<file path="src/rtl/demux8_pkg.sv">
// demux8_pkg: shared sizes, state encoding and pointer helper for demux8_stage
package demux8_pkg;
    localparam int NUM_OUT = 8;
    localparam int SEL_W = 3;
    localparam logic EMPTY = 1'b0;
    localparam logic FULL = 1'b1;
    function automatic logic [SEL_W-1:0] next_rr(input logic [SEL_W-1:0] p);
        return p + 1'b1;
    endfunction
endpackage

</file>
<file path="src/rtl/dec3to8.sv">
// dec3to8: one-hot 3-to-8 decoder with enable
module dec3to8
    import demux8_pkg::*;
(
    input  logic               en,
    input  logic [SEL_W-1:0]   sel,
    output logic [NUM_OUT-1:0] y
);
    always_comb y = en ? ({{(NUM_OUT-1){1'b0}}, 1'b1} << sel) : '0;
endmodule

</file>
<file path="src/rtl/demux8_stage.sv">
// demux8_stage: registered 1-to-8 valid/ready demux; DEMUX8_AUTOSEL_EN selects lanes round-robin
module demux8_stage
    import demux8_pkg::*;
#(
    parameter int WIDTH = 1
) (
    input  logic               Clk,
    input  logic               Reset,
    input  logic [WIDTH-1:0]   In,
    input  logic [SEL_W-1:0]   Select,
    input  logic               InValid,
    output logic               InReady,
    output logic [WIDTH-1:0]   Out1,
    output logic [WIDTH-1:0]   Out2,
    output logic [WIDTH-1:0]   Out3,
    output logic [WIDTH-1:0]   Out4,
    output logic [WIDTH-1:0]   Out5,
    output logic [WIDTH-1:0]   Out6,
    output logic [WIDTH-1:0]   Out7,
    output logic [WIDTH-1:0]   Out8,
    output logic [NUM_OUT-1:0] OutValid,
    input  logic [NUM_OUT-1:0] OutReady
);
    logic             full_q, full_d;
    logic [WIDTH-1:0] data_q, data_d;
    logic [SEL_W-1:0] sel_q, sel_d, pick;
    logic             accept, deliver;
    logic [NUM_OUT-1:0] lane_en;
    logic [WIDTH-1:0] lane_data [NUM_OUT];
`ifdef DEMUX8_AUTOSEL_EN
    logic [SEL_W-1:0] rr_q, rr_d;
    assign pick = rr_q;
    always_comb rr_d = accept ? next_rr(rr_q) : rr_q;
    always_ff @(posedge Clk)
        rr_q <= Reset ? '0 : rr_d;
`else
    assign pick = Select;
`endif
    always_comb begin
        InReady = !Reset & (!full_q | OutReady[sel_q]);
        accept  = InValid & InReady;
        deliver = full_q & OutReady[sel_q];
        full_d  = accept ? FULL : deliver ? EMPTY : full_q;
        data_d  = accept ? In : data_q;
        sel_d   = accept ? pick : sel_q;
    end
    always_ff @(posedge Clk) begin
        if (Reset) begin
            full_q <= EMPTY;
            data_q <= '0;
            sel_q  <= '0;
        end else begin
            full_q <= full_d;
            data_q <= data_d;
            sel_q  <= sel_d;
        end
    end
    dec3to8 u_dec (.en(full_q), .sel(sel_q), .y(lane_en));
    assign OutValid = lane_en;
    for (genvar k = 0; k < NUM_OUT; k++) begin : g_lane
        assign lane_data[k] = lane_en[k] ? data_q : '0;
    end
    assign Out1 = lane_data[0];
    assign Out2 = lane_data[1];
    assign Out3 = lane_data[2];
    assign Out4 = lane_data[3];
    assign Out5 = lane_data[4];
    assign Out6 = lane_data[5];
    assign Out7 = lane_data[6];
    assign Out8 = lane_data[7];
endmodule

</file>
<file path="config.mk">
export PLATFORM = sky130hd
export DESIGN_NAME = demux8_stage
export DESIGN_NICKNAME = d
export VERILOG_FILES = /design/src/rtl/demux8_pkg.sv /design/src/rtl/dec3to8.sv /design/src/rtl/demux8_stage.sv
export SDC_FILE = /design/constraint.sdc
export NUM_CORES = 1
export LEC_CHECK = 0
export ABC_CLOCK_PERIOD_IN_PS = 2000
export CORE_MARGIN = 4
export CORE_UTILIZATION = 34
export CTS_CLUSTER_DIAMETER = 40
export CTS_CLUSTER_SIZE = 20
export DETAILED_ROUTE_END_ITERATION = 12
export PLACE_DENSITY_LB_ADDON = 0.12
export SETUP_SLACK_MARGIN = 0.15
export SKIP_CTS_REPAIR_TIMING = 1
export SYNTH_ARGS = -nofsm -noshare
export SYNTH_HDL_FRONTEND = slang
export SYNTH_HIERARCHICAL = 1
export SYNTH_SLANG_ARGS = --single-unit
</file>
<file path="constraint.sdc">
create_clock -name Clk -period 2 [get_ports Clk]
set_clock_uncertainty 0.1 [all_clocks]
set_input_delay 0.4 -clock Clk [delete_from_list [all_inputs] [get_ports Clk]]
set_output_delay 0.4 -clock Clk [all_outputs]
set_load 0.02 [all_outputs]
</file>
==> out/metrics.yaml <==
clock_tree:
  cts-htree-levels: 1
  cts_sinks: 5
  cts_root_buf: "clkbuf_4"
  clockBufferDepth: 2
  cts_tree: "yes"
  cts_buffers: 3
  path_clk_slew_ns: 0.05
  clk-insertion-delay-late_ns: 0.25
power_and_ir_drop:
  power-per-cell-area_mw_per_mm2: 459.4
  p_total_w: 0.0004673
  worst_ir_drop_vdd_mv: 0.3160
  leakagePower_nw: 0.6212
sta:
  finalMaxSlewViolations: 0
  finalSetupViolCount: 1
  fin_crit_ns: 2.022
  relSlewSlack: 0.8245
  fmax_ghz: 0.4946
  tightest_slew_ns: 0.2632
  rsz0062_at_grt: "yes"
  period_share: 1.011
  hold_viol_final: 0
  setup_tns_ns: -0.02174
  timing.final.ws_setup_ns: -0.02174
critical_path:
  start_kind: "flip-flop"
  cp_max_fo: 11
  cp_num_buf_inv: 2
  worstPathArrival_ns: 1.52
  slowest_stage: "dfxtp_2"
  worst-setup-path-type: "reg -> out"
  endpoint_kind: "output port"
  path_delay_family: "flip-flops"
  cp_common_cell: "buf_6"
  critPathMaxStageDelay_ns: 0.34
  required_ns: 1.50
  crit_chain: "buf_6 > mux2i_1 > o221ai_2 > a21oi_4 > nor2_2 > buf_6"
die:
  dieArea_sq_mm: 0.002110
  io_pins: 32
  die_x_microns: 45.93
  core-area_sq_mm: 0.001334
  rows: 13
  die_h_microns: 45.93
  start_util: 0.3668
yosys:
  ys_seq_area_frac: 0.2046
  async_flop_share: 0
  yosysWarnings: 6
  netlist_area_sq_um: 489.2
  syn_inst: 54
  synth_flop_cell: "dfxtp_1"
  syn_nets: 69
  synth-edff-count: 0
  syn-mean-instance-area_sq_um: 9.060
  ys_seq_elements: 5
  synth_cell_types: 26
place:
  place_area_sq_um: 883.3
  gp_congestion: 0.7985
  dp_hpwl_mm: 1.052
  port_buffers: 31
  post-place-cells: 108
  dpl_worst_slack_ns: -0.6399
global_routing:
  grt_pass1_wl_mm: 2.028
  grt_pass1_vias: 508
  grt_remaining_overflow: 0
  grt_usage: 0.1384
  grt_max_degree: 12
  antenna_found_initial: 0
routing:
  vias_per_cell: 5.188
  met1_length_microns: 601
  antenna_left: 0
  dr.max_layer_used: "met4"
  routed_wirelength_mm: 1.552
  firstDrtPassIters: 4
  wl_per_cell_microns: 13.26
  drt-initial-drc-count: 11
  routed-via-count: 607
  wl_met3_microns: 143
  wl_met2_microns: 781
  drc: 0
job:
  drv_cap: 0
outcome:
  status: "finished with violations"
  violations: "setup timing"
finish:
  stdcell_count: 117
  drive_gt1_frac: 0.3824
  n_antenna_cell: 0
  final_common_cell: "dlymetal6s2s_1"
  final_cell_mix: "dlymetal6s2s_1, clkdlybuf4s50_1, buf_4"
  postLayoutCellArea_sq_mm: 0.001017
  area_growth_syn_to_layout_pct: 107.9
  fin_nets: 118
worst_hold_path:
  hp-class: "reg -> reg"
[logic make-up after synthesis]
logic type | share of synthesized area
simple gates | 0.4399
mux | 0.1509
compound gates | 0.1816
flops | 0.2046
buf+inv | 0.02302
[metal layers]
layer	GRT usage	vias to the layer above
li1	-	309
met1	0.1329	263
met2	0.2390	31
met3	0.03557	4
met4	0.1193	0
met5	0	-
[final timing paths]
path,startpoint,to,slack (ns),depth (start not counted)
hold reg to reg,data_q,data_q,0.53,2
setup / recovery,sel_q[0],InReady,-0.02,6
setup reg to reg,sel_q[0],sel_q[0],0.20,6
hold / removal,data_q,data_q,0.53,2
[registers in the layout, summed over array words and instances (netlist names)]
signal  count
sel_q       3
full_q      1
data_q      1
[metrics by stage]
stage | hold WS, ns | utilization
final | 0.5275 | 0.7627
after global routing | 0.5721 | 0.7627
after CTS | 0.5318 | 0.6820
after detailed placement | 0.5240 | 0.6623
after global placement | 0.5066 | 0.6623
after floorplan | 0.4453 | -
[tightest hold or removal path, cell delays in order, from the launching register on]
cell	delay, ns
dfxtp_1	0.36
nand2b_1	0.13
o211ai_1	0.08
[synth_stat cells, drive strengths merged, types with 2 or more instances]
library cell / instances / area [sq um]
and4bb: 3 / 37.53
o211ai: 2 / 15.01
nand2b: 3 / 18.77
a21oi: 3 / 15.01
and4b: 3 / 32.53
dfxtp: 5 / 100.1
and2: 8 / 50.05
o221ai: 2 / 30.03
and3: 2 / 12.51
nand2: 2 / 7.510
mux2i: 4 / 40.04
nand3: 4 / 20.02
inv: 2 / 7.510
[cell type report]
cell class                      count  area (sq um)
Clock buffer                        4         26.28
Fill cell                         101         316.6
Inverter                            2         7.507
Multi-Input combinational cell     46         404.1
Sequential cell                     5         106.4
Tap cell                           15         18.77
Timing Repair Buffer               45         454.2
[power breakdown]
part / switching, W / total, W / internal, W
clock network: 0.0000466 / 0.000122 / 0.0000758
logic: 0.0000886 / 0.000219 / 0.000130
registers: 0.0000136 / 0.000126 / 0.000112
total: 0.000149 / 0.000467 / 0.000319
Power figures use the tool's default switching activity.
